$ cat src/rtl/pc_seq_unit.sv
// pc_seq_unit: fetch-stage program-counter sequencer.
// Holds the PC, selects the next PC (increment, branch, jalr, trap) and offers
// it to fetch over a valid/ready handshake. A redirect that arrives while the
// current beat is stalled is parked in a pending register until the next
// accept. Misaligned branch/jalr targets halt the sequencer until a trap.
module pc_seq_unit #(
    parameter int unsigned XLEN         = 32,
    parameter logic [XLEN-1:0] RESET_VECTOR = '0,
    parameter int unsigned INST_BYTES   = 4,
    parameter bit          ALIGN_CHECK  = 1'b1
) (
    input  logic            clk,
    input  logic            rst,
    output logic            fetch_valid,
    input  logic            fetch_ready,
    output logic [XLEN-1:0] fetch_pc,
    output logic [XLEN-1:0] pc_plus_inc,
    input  logic            br_taken,
    input  logic [XLEN-1:0] br_pc,
    input  logic [XLEN-1:0] br_imm,
    input  logic            jalr_en,
    input  logic [XLEN-1:0] jalr_base,
    input  logic [XLEN-1:0] jalr_imm,
    input  logic            trap_en,
    input  logic [XLEN-1:0] trap_vec,
    output logic            misalign_err
);

    // Number of PC offset bits that must be zero for an aligned target.
    localparam int unsigned OFF_W = $clog2(INST_BYTES);
    localparam logic [XLEN-1:0] INC      = XLEN'(INST_BYTES);
    localparam logic [XLEN-1:0] OFF_MASK = XLEN'(INST_BYTES - 1);

    typedef enum logic [1:0] {
        ST_BOOT = 2'd0,
        ST_RUN  = 2'd1,
        ST_HALT = 2'd2
    } state_e;

    state_e          state_q, state_d;
    logic [XLEN-1:0] fetch_pc_q, fetch_pc_d;
    logic            fetch_valid_q, fetch_valid_d;
    logic            misalign_err_q, misalign_err_d;
    logic            pend_valid_q, pend_valid_d;
    logic [XLEN-1:0] pend_pc_q, pend_pc_d;

    logic [XLEN-1:0] br_tgt;
    logic [XLEN-1:0] jalr_tgt;
    logic [XLEN-1:0] redir_tgt;
    logic [XLEN-1:0] trap_tgt;
    logic            redir_req;
    logic            redir_bad;
    logic            accept;

    // Redirect targets, priority selection between jalr and branch, alignment check.
    always_comb begin
        br_tgt    = br_pc + br_imm;
        jalr_tgt  = (jalr_base + jalr_imm) & ~XLEN'(1);
        trap_tgt  = trap_vec & ~OFF_MASK;
        redir_req = jalr_en | br_taken;
        redir_tgt = jalr_en ? jalr_tgt : br_tgt;
        redir_bad = ALIGN_CHECK && redir_req && (|redir_tgt[OFF_W-1:0]);
        accept    = fetch_valid_q & fetch_ready;
    end

    // Next-state and next-PC selection for the sequencer FSM.
    always_comb begin
        // NOTE: every _d starts as a copy of its _q so no path leaves a
        // variable unassigned; an unassigned path would infer a latch.
        state_d        = state_q;
        fetch_pc_d     = fetch_pc_q;
        fetch_valid_d  = fetch_valid_q;
        misalign_err_d = misalign_err_q;
        pend_valid_d   = pend_valid_q;
        pend_pc_d      = pend_pc_q;

        if (trap_en) begin
            // Trap wins in every state and restarts fetch without waiting for ready.
            state_d        = ST_RUN;
            fetch_valid_d  = 1'b1;
            fetch_pc_d     = trap_tgt;
            pend_valid_d   = 1'b0;
            misalign_err_d = 1'b0;
        end else begin
            case (state_q)
                ST_BOOT: begin
                    state_d       = ST_RUN;
                    fetch_valid_d = 1'b1;
                    if (redir_bad) begin
                        state_d        = ST_HALT;
                        fetch_valid_d  = 1'b0;
                        misalign_err_d = 1'b1;
                    end else if (redir_req) begin
                        fetch_pc_d = redir_tgt;
                    end
                end
                ST_RUN: begin
                    if (redir_bad) begin
                        // Bad target is neither loaded nor parked; PC stays put.
                        state_d        = ST_HALT;
                        fetch_valid_d  = 1'b0;
                        misalign_err_d = 1'b1;
                        pend_valid_d   = 1'b0;
                    end else if (accept) begin
                        pend_valid_d = 1'b0;
                        if (redir_req) begin
                            fetch_pc_d = redir_tgt;
                        end else if (pend_valid_q) begin
                            fetch_pc_d = pend_pc_q;
                        end else begin
                            fetch_pc_d = fetch_pc_q + INC;
                        end
                    end else if (redir_req) begin
                        // Stalled beat: park the newest redirect for the next accept.
                        pend_valid_d = 1'b1;
                        pend_pc_d    = redir_tgt;
                    end
                end
                ST_HALT: begin
                    fetch_valid_d = 1'b0;
                end
                default: begin
                    state_d       = ST_HALT;
                    fetch_valid_d = 1'b0;
                end
            endcase
        end
    end

    // State registers with asynchronous reset back to the boot condition.
    always_ff @(posedge clk or posedge rst) begin
        if (rst) begin
            state_q        <= ST_BOOT;
            fetch_pc_q     <= RESET_VECTOR;
            fetch_valid_q  <= 1'b0;
            misalign_err_q <= 1'b0;
            pend_valid_q   <= 1'b0;
            pend_pc_q      <= '0;
        end else begin
            // NOTE: non-blocking assignments so every flop samples pre-edge values.
            state_q        <= state_d;
            fetch_pc_q     <= fetch_pc_d;
            fetch_valid_q  <= fetch_valid_d;
            misalign_err_q <= misalign_err_d;
            pend_valid_q   <= pend_valid_d;
            pend_pc_q      <= pend_pc_d;
        end
    end

    assign fetch_valid  = fetch_valid_q;
    assign fetch_pc     = fetch_pc_q;
    assign misalign_err = misalign_err_q;
    assign pc_plus_inc  = fetch_pc_q + INC;

endmodule

$ cat config.mk
export PLATFORM = sky130hd
export DESIGN_NAME = pc_seq_unit
export DESIGN_NICKNAME = d
export VERILOG_FILES = /design/src/rtl/pc_seq_unit.sv
export SDC_FILE = /design/constraint.sdc
export NUM_CORES = 1
export LEC_CHECK = 0
export ABC_AREA = 1
export BUFFER_PORTS_ARGS = -buffer_cell sky130_fd_sc_hd__clkbuf_2
export CAP_MARGIN = 20
export CELL_PAD_IN_SITES_DETAIL_PLACEMENT = 0
export CELL_PAD_IN_SITES_GLOBAL_PLACEMENT = 1
export CORE_ASPECT_RATIO = 0.8
export CORE_MARGIN = 1
export CORE_UTILIZATION = 34
export CTS_BUF_LIST = sky130_fd_sc_hd__clkbuf_4 sky130_fd_sc_hd__clkbuf_8
export CTS_CLUSTER_DIAMETER = 60
export DETAILED_ROUTE_END_ITERATION = 8
export PLACE_DENSITY = 0.87
export SLEW_MARGIN = 20
export SYNTH_ARGS = -nofsm -noshare
export SYNTH_HDL_FRONTEND = slang
export SYNTH_SLANG_ARGS = --single-unit
$ cat constraint.sdc
create_clock -name clk -period 2.2 [get_ports clk]
set_input_delay 0.44 -clock clk [delete_from_list [all_inputs] [get_ports clk]]
set_output_delay 0.44 -clock clk [all_outputs]
set_load 0.1 [all_outputs]
==> qor.csv, run 1 <==
metric,value,unit
"Seq/Total Area, Yosys",0.186,
"Slew Viols, Final",0,
global-route wire length before repair,61500,um
critical path required time,1.76,ns
CTS Sinks,69,
WP data arrival,2.24,ns
Synth Flop Type,dfrtp_1,
Top Metal Used,met4,
remaining antenna violation count after routing,0,
TritonCTS Buffers,9,
Max Fclk,0.373,GHz
Skew-Pair Late Insertion Delay,0.37,ns
worst relative slew slack,0.476,
syn_nets,1903,
RSZ-0062 raised after global routing,true,
Final Power,13.0,mW
Inserted Diodes,0,
initial core utilization,0.350,
Root Buffer,clkbuf_8,
vias in the first global route,12000,
Area Overhead vs Synth,63.2,%
final period utilization,1.22,
mux cell area share after synthesis,0.00108,
DRT Pass-1 Iters,5,
dpl ws,-0.615,ns
Pwr per Cell Area,859,nW/um^2
core area,26500,um^2
outcome,"complete, but fails checks",
fin worst setup slack,-0.479,ns
Total Routing Usage GR,0.277,
# nets final,2403,
routed via count,12600,
wire length on met3,2890,um
Overflow after GRT,0,
Mapped Cells,1673,
worst min path class,in -> reg,
pin count of the biggest net entering global routing,58,
DRT iter0 DRCs,1012,
Placer Congestion,0.931,
final std cells w/o fill,2535,
initial antenna violation count,0,
Netlist cell types,44,
asr flop ratio synth,1.00,
DR WL met2,17900,um
Compound-Gate Fraction of Synth Area,0.137,
Leak,8.54,nW
CTS tree,done,
setup violators final,55,
worst IR drop on VDD,0.635,mV
max_cap viols,0,
# port buffers,229,
Worst Setup End Kind,primary output,
fill count,2532,
Synth Area in Adders,0.0879,
crit-path max FO,4,
placed instance count,2449,
Clock Skew,0.0140,ns
Synth Area in XOR/XNOR,0.0368,
Met1 Wirelength,18400,um
IO Pins,232,
DP HPWL,31100,um
CP Launch Type,flop,
main combinational cell family by area after synthesis,simple AND/OR/NAND/NOR gates,
"CTS clk-pin slew, worst paths",0.08,ns
Die W,187,um
final hold vios,0,
Total Die Area,28000,um^2
"commonest cells after routing, fill and taps aside","590 x nand2_1, 282 x inv_1, 257 x buf_4, 199 x clkbuf_2, 123 x nor2_1",
layout cell share with drive strength beyond 1,0.343,
Syn Area/Cell,5.55,um^2
Final min period,2.68,ns
Simple-Gate Fraction of Synth Area,0.411,
DRT Wirelength,40200,um
Post-Synthesis Cell Area,9280,um^2
H-tree Lvls,3,
"commonest non-fill, non-tap cell in the layout",nand2_1,
via/cell ratio,4.96,
Synth Register Bits,69,
failing checks,negative setup slack,
Crit Path Class,reg -> out,
drt drc,0,
"EDFF count, synth",0,
clock buffer depth,2,
Wirelength per Cell,15.9,um
Die H,150,um
num rows,53,
setup TNS,-8.66,ns
yosys warns,0,
worst slew pin tran,0.785,ns
==> state kept, by name, summed over array words and instances, names as in the netlist <==
signal,flops
state_q,2
pend_pc_q,32
fetch_valid,1
fetch_pc,32
pend_valid_q,1
misalign_err,1
==> timing repair <==
item / CTS / global route
hold buffers: 1 / 0
hold endpoints to repair: 6 / 0
cloned: 8 / 1
setup buffers: 40 / 29
gates resized for setup: 125 / 85
endpoints found under the setup margin: 89 / 91
pin swaps: 52 / 31
==> metrics by stage <==
step | util | hold WS (ns) | instance area, um^2
after CTS | 0.550 | 0.334 | 14600
after floorplan | - | 0.449 | 9860
after global routing | 0.571 | 0.367 | 15100
after global placement | 0.505 | 0.390 | 13400
final | 0.571 | 0.352 | 15100
after detailed placement | 0.505 | 0.395 | 13400
==> cells in the mapped netlist (4+ instances only) <==
master	n	area [um^2]
a21boi_1	16	120
a21oi_1	129	646
a22oi_1	7	52.6
a31oi_1	17	106
and2_1	4	25.0
buf_1	5	18.8
buf_2	8	40.0
buf_4	8	60.1
clkbuf_1	17	63.8
dfrtp_1	69	1730
ha_1	62	776
inv_1	294	1100
nand2_1	615	2310
nand3_1	110	551
nand3b_1	5	37.5
nand4_1	14	87.6
nor2_1	145	544
nor3_1	20	100
nor4_1	4	25.0
o21ai_0	48	240
or2_2	6	37.5
xor2_1	37	324
==> power breakdown <==
part           internal (mW)  switching [mW]  total [mW]
Sequential              1.77           0.439        2.21
Clock                  0.727           0.537        1.26
Combinational           3.31            6.21        9.52
Total                   5.81            7.19        13.0
==> final timing paths <==
kind	from	endpoint	slack [ns]	cells after the start
worst min-delay path	trap_vec[22]	fetch_pc[22]	0.35	3
max in group asynchronous	rst	fetch_pc[18]	0.98	4
worst max register to register	fetch_pc[3]	fetch_pc[22]	-0.13	14
worst max-delay path	fetch_pc[3]	pc_plus_inc[22]	-0.48	9
worst min register to register	pend_pc_q[2]	pend_pc_q[2]	0.49	2
min in group asynchronous	rst	fetch_pc[7]	0.55	3
==> worst max-delay path, cell delays in order, from the launching register on <==
cell     delay (ns)
dfrtp_2        0.41
ha_4           0.17
nand3_4        0.11
inv_2          0.09
nand2_4        0.08
nor3_4         0.30
nand2_4        0.13
nor2_4         0.17
xor2_4         0.21
buf_12         0.20
==> area by class of cell <==
type | instances | area [um^2] | share of cell area
multi-input combinational | 1269 | 7420 | 0.490
timing repair buffer | 526 | 4120 | 0.272
sequential | 69 | 1760 | 0.116
inverter | 297 | 1150 | 0.0757
tap | 357 | 447 | 0.0295
clock buffer | 13 | 166 | 0.0110
clock inverter | 3 | 67.6 | 0.00446
timing repair inverter | 1 | 8.76 | 0.000578
==> cell families (layout without fill, tap and decap cells) <==
group / count (synthesis) / in the layout
muxes: 1 / 1
DFF: 69 / 69
adders and majority gates: 64 / 64
xor gates and xnor gates: 39 / 39
AOI/OAI and AO/OA: 231 / 231
and+or+nand+nor: 934 / 934
buffers and inverters: 335 / 840
==> routing by layer <==
layer,up-vias,global-route usage
li1,6217,-
met1,5747,0.389
met2,519,0.449
met3,87,0.0354
met4,0,0.0668
met5,-,0
Power figures use the tool's default switching activity.
==> run 2, diff against run 1 <==
--- a/config.mk
+++ b/config.mk
@@ -12,12 +12,14 @@
 export CELL_PAD_IN_SITES_GLOBAL_PLACEMENT = 1
 export CORE_ASPECT_RATIO = 0.8
 export CORE_MARGIN = 1
-export CORE_UTILIZATION = 34
+export CORE_UTILIZATION = 37
 export CTS_BUF_LIST = sky130_fd_sc_hd__clkbuf_4 sky130_fd_sc_hd__clkbuf_8
 export CTS_CLUSTER_DIAMETER = 60
 export DETAILED_ROUTE_END_ITERATION = 8
-export PLACE_DENSITY = 0.87
+export HOLD_SLACK_MARGIN = 0.12
+export PLACE_DENSITY = 0.89
 export SLEW_MARGIN = 20
 export SYNTH_ARGS = -nofsm -noshare
 export SYNTH_HDL_FRONTEND = slang
 export SYNTH_SLANG_ARGS = --single-unit
+export TNS_END_PERCENT = 5
==> constraint.sdc (replaced) <==
create_clock -name clk -period 2.88 [get_ports clk]
set_input_delay 0.576 -clock clk [delete_from_list [all_inputs] [get_ports clk]]
set_output_delay 0.576 -clock clk [all_outputs]
set_load 0.1 [all_outputs]
==> run 2 against run 1 <==
The flow finishes with violations (design-rule violations); via count is 11% lower; hold slack got worse by 0.13 ns; combinational power is 43% lower; setup slack improved by 0.54 ns; global-route usage shrank 1.5 points; die area is 8.0% lower; final cell count decreased by 12%; utilization shrank 9.4 points; critical endpoint unchanged; highest routed layer unchanged.
==> qor.csv, run 2 (synthesis gave the netlist of run 1 again) <==
metric,value,unit
fin worst setup slack,0.0587,ns
DRT Pass-1 Iters,8,
Crit Path Class,reg -> out,
critical path required time,2.30,ns
worst IR drop on VDD,0.403,mV
Placer Congestion,0.966,
layout cell share with drive strength beyond 1,0.184,
setup violators final,0,
DP HPWL,28200,um
initial antenna violation count,0,
core area,24500,um^2
Clock Skew,0.00740,ns
final period utilization,0.980,
# nets final,2141,
outcome,"complete, but fails checks",
vias in the first global route,10100,
setup TNS,0,ns
Final min period,2.82,ns
worst relative slew slack,0.587,
DRT iter0 DRCs,1053,
final hold vios,0,
Skew-Pair Late Insertion Delay,0.35,ns
Overflow after GRT,0,
failing checks,design-rule violations,
via/cell ratio,4.99,
"commonest cells after routing, fill and taps aside","613 x nand2_1, 293 x inv_1, 212 x clkbuf_2, 139 x nor2_1, 129 x a21oi_1",
H-tree Lvls,3,
Die H,144,um
TritonCTS Buffers,9,
IO Pins,232,
Area Overhead vs Synth,26.0,%
RSZ-0062 raised after global routing,true,
crit-path max FO,4,
Wirelength per Cell,15.0,um
"Slew Viols, Final",0,
# port buffers,229,
Die W,179,um
routed via count,11200,
fill count,2625,
drt drc,24,
Inserted Diodes,0,
Root Buffer,clkbuf_8,
DRT Wirelength,33600,um
WP data arrival,2.25,ns
Total Routing Usage GR,0.262,
CP Launch Type,flop,
r2r startpoint,fetch_pc[2],
pin count of the biggest net entering global routing,55,
Worst Setup SP,fetch_pc[2],
Max Fclk,0.354,GHz
max_cap viols,0,
"commonest non-fill, non-tap cell in the layout",nand2_1,
remaining antenna violation count after routing,0,
hold_buf cts,0,
dpl ws,-0.0257,ns
hold_ws,0.226,ns
global-route wire length before repair,52100,um
worst slew pin tran,0.620,ns
worst min path class,in -> async,
Pwr per Cell Area,674,nW/um^2
Total Die Area,25700,um^2
clock buffer depth,2,
Final Power,7.89,mW
CTS Sinks,69,
initial core utilization,0.379,
multi-input logic area,6620,um^2
Worst Setup End Kind,primary output,
"CTS clk-pin slew, worst paths",0.08,ns
CTS tree,done,
num rows,51,
sequential cell area,1750,um^2
Leak,6.91,nW
[run 2: changes by cell type in the layout (fill, tap and decap cells not counted), moves of 16 or more]
cell and delta:
a21oi_1 +33, buf_4 -224, a21oi_2 -18, buf_12 -21
buf_6 -21, nor2_1 +16, nand2_2 -16, nand2_1 +23
[run 2: worst max-delay path: stages (launching register included)]
cell and delay, ns:
dfrtp_2 0.45, ha_4 0.16, nand3_2 0.15, inv_1 0.10, nand2_2 0.12, nor3_4 0.21, nand2_2 0.13, nor2_4 0.16
xor2_4 0.22, buf_12 0.20
[run 2: cell type report]
type	count	area share
repair buffers	265	0.139
flip-flops and latches	69	0.150
clock buffers	15	0.0160
clock inverters	1	0.000428
inverters	297	0.0953
multi-input cells	1269	0.566
well taps	318	0.0340
[run 2: what timing repair did]
action	CTS	global route
pin swaps	0	3
resized for setup	7	14
endpoints found under the setup margin	5	13
setup buffers	0	1
gates cloned	0	0
endpoints found under the hold margin	0	0
[run 2: layer usage]
layer | part of all wire | GRT usage | up-vias
met5 | 0 | 0 | -
met4 | 0.014 | 0.0535 | 0
met3 | 0.073 | 0.0320 | 28
met2 | 0.43 | 0.410 | 428
met1 | 0.48 | 0.382 | 5022
li1 | - | - | 5676
[run 2: final timing paths]
| kind | to | slack [ns] | cells past startpoint |
|---|---|---|---|
| worst max-delay path | pc_plus_inc[22] | 0.06 | 9 |
| worst min-delay path | state_q[1] | 0.23 | 2 |
| worst max register to register | fetch_pc[28] | 0.61 | 12 |
| worst min register to register | pend_pc_q[2] | 0.49 | 2 |
| max in group asynchronous | fetch_pc[13] | 1.96 | 3 |
| min in group clk | pend_pc_q[2] | 0.49 | 2 |
[run 2: power breakdown]
group	internal [mW]	switching, mW	total, mW
Clock	0.413	0.389	0.802
Sequential	1.35	0.333	1.68
Combinational	1.35	4.06	5.40
Total	3.11	4.78	7.89
[run 2: per-stage QoR]
stage	std cells	cell area, um^2	util
finish	2234	11700	0.477
detailed placement	2217	11400	0.467
global route	2234	11700	0.477
floorplan	1673	9630	-
CTS	2233	11700	0.475
global placement	2217	11400	0.467
==> run 3, diff against run 2 <==
--- a/config.mk
+++ b/config.mk
@@ -17,7 +17,8 @@
 export CTS_CLUSTER_DIAMETER = 60
 export DETAILED_ROUTE_END_ITERATION = 8
 export HOLD_SLACK_MARGIN = 0.12
-export PLACE_DENSITY = 0.89
+export PLACE_DENSITY = 0.94
+export SETUP_SLACK_MARGIN = 0.02
 export SLEW_MARGIN = 20
 export SYNTH_ARGS = -nofsm -noshare
 export SYNTH_HDL_FRONTEND = slang
==> run 3 against run 2 <==
Total power grew 3.0%; clock skew grew 0.00091 ns; clock power grew 23%; first-iteration DRC count shrank 7.7%; global-route usage grew 0.25 points; the flow still finishes with violations (design-rule violations); die area is the same; largest power group unchanged; setup slack lost 0.023 ns; final area grew 1.1%; sequential power is essentially flat; utilization grew 0.51 points; critical endpoint is now pc_plus_inc[28]; critical path depth shrank 3.
==> qor.csv, run 3 (synthesis gave the netlist of run 1 again) <==
metric,value,unit
DRT Wirelength,33600,um
Area Overhead vs Synth,27.4,%
Total Die Area,25700,um^2
CP peak stage delay,0.46,ns
r2r startpoint,fetch_pc[11],
DP HPWL,28200,um
RSZ-0062 raised after global routing,true,
worst slew pin tran,0.930,ns
CTS tree,done,
worst r2r dst,fetch_pc[30],
final instance area,11800,um^2
placed cell area,11500,um^2
Sequential Power Share,0.207,
Clock power frac,0.121,
remaining antenna violation count after routing,0,
Layout Utilization,0.482,
worst relative slew slack,0.378,
routed via count,11100,
cells on worst reg2reg path,10,
Setup Buffers After CTS,0,
core area,24500,um^2
DRT iter0 DRCs,972,
Root Buffer,clkbuf_8,
max_cap viols,0,
DRT Pass-1 Iters,8,
Overflow after GRT,0,
clock buffer depth,2,
worst min path class,in -> async,
setup violators final,0,
Comb pwr share,0.672,
outcome,"complete, but fails checks",
Leak,6.97,nW
"CTS clk-pin slew, worst paths",0.07,ns
Inserted Diodes,0,
Net Sw Frac,0.592,
failing checks,design-rule violations,
largest delay contributor family on the critical path,simple AND/OR/NAND/NOR gates,
"Slew Viols, Final",0,
"Critical Path, Cell by Cell",nand2_1 -> nor3_1 -> and2_1 -> nand4_1 -> xor2_4 -> buf_12,
critical path required time,2.30,ns
Clock Skew,0.00831,ns
# port buffers,229,
# nets final,2140,
"commonest cells after routing, fill and taps aside","613 x nand2_1, 293 x inv_1, 209 x clkbuf_2, 138 x nor2_1, 129 x a21oi_1",
final std cells w/o fill,2233,
num rows,51,
crit-path max FO,5,
total stage count of the critical path,6,
hold_ws,0.259,ns
final hold vios,0,
Bufs and invs on worst path,1,
Max Fclk,0.352,GHz
Pwr per Cell Area,687,nW/um^2
Total Routing Usage GR,0.264,
CTS Sinks,69,
Final min period,2.84,ns
Placer Congestion,0.988,
global-route wire length before repair,52600,um
Die H,144,um
vias in the first global route,10300,
via/cell ratio,4.99,
WP data arrival,2.27,ns
CP Launch Type,flop,
reg-to-reg setup timing slack,0.66,ns
final period utilization,0.988,
Wirelength per Cell,15.0,um
worst IR drop on VDD,0.492,mV
Die W,179,um
Worst Setup End Kind,primary output,
Skew-Pair Late Insertion Delay,0.36,ns
Final Power,8.12,mW
Crit Path Class,reg -> out,
drt drc,24,
TritonCTS Buffers,9,
internal power,3.32,mW
initial core utilization,0.379,
pin count of the biggest net entering global routing,57,
"slowest stage cell, crit path",dfrtp_1,
H-tree Lvls,3,
"commonest non-fill, non-tap cell in the layout",nand2_1,
net switching power,4.81,mW
initial antenna violation count,0,
IO Pins,232,
layout cell share with drive strength beyond 1,0.184,
placed instance count,2217,
-- run 3: cell types whose count changed in the layout (fill, tap and decap cells not counted), sizes merged --
cell,before,now
bufinv,0,2
clkbuf,230,223
buf,50,54
-- run 3: layout make-up --
| class | instances | area, um^2 |
|---|---|---|
| inverter | 297 | 1110 |
| timing repair buffer | 264 | 1680 |
| multi-input combinational | 1269 | 6630 |
| clock buffer | 13 | 179 |
| tap | 318 | 398 |
| sequential | 69 | 1750 |
| clock inverter | 3 | 65.1 |
| fill | 2630 | 12700 |
-- run 3: timing repair --
action,in CTS,in global routing
resized for setup,2,19
hold buffers,0,0
pin swaps,1,3
cloned,0,0
endpoints found under the setup margin,6,17
-- run 3: metrics by stage --
step / TNS [ns] / setup slack (ns)
2_1_floorplan: -1.27 / -0.132
3_3_place_gp: -0.0353 / -0.0353
3_5_place_dp: -1.89 / -0.104
4_1_cts: -0.0660 / -0.0350
5_1_grt: -0.115 / -0.0341
6_report: 0 / 0.0355
-- run 3: worst max-delay path by stage --
stage                       startpoint               to
after floorplan            fetch_pc[3]      fetch_pc[4]
after global placement        br_pc[0]      fetch_pc[1]
after detailed placement      br_pc[0]      fetch_pc[1]
after CTS                  fetch_pc[2]  pc_plus_inc[22]
after global routing      fetch_pc[16]  pc_plus_inc[31]
final                     fetch_pc[23]  pc_plus_inc[28]
-- run 3: metal layers --
layer | vias up | global-route usage | routed length, um | part of all wire
li1 | 5681 | - | - | -
met1 | 5052 | 0.380 | 15800 | 0.47
met2 | 376 | 0.420 | 14700 | 0.44
met3 | 38 | 0.0360 | 2410 | 0.072
met4 | 0 | 0.0508 | 565 | 0.017
met5 | - | 0 | 0 | 0
-- run 3: power groups by stage --
stage / combinational (mW) / sequential [mW] / clock, mW
floorplan: 3.04 / 2.64 / 0
global placement: 5.35 / 1.67 / 0
detailed placement: 5.40 / 1.69 / 0
CTS: 5.41 / 1.67 / 0.990
global route: 5.83 / 1.72 / 1.03
finish: 5.46 / 1.68 / 0.983
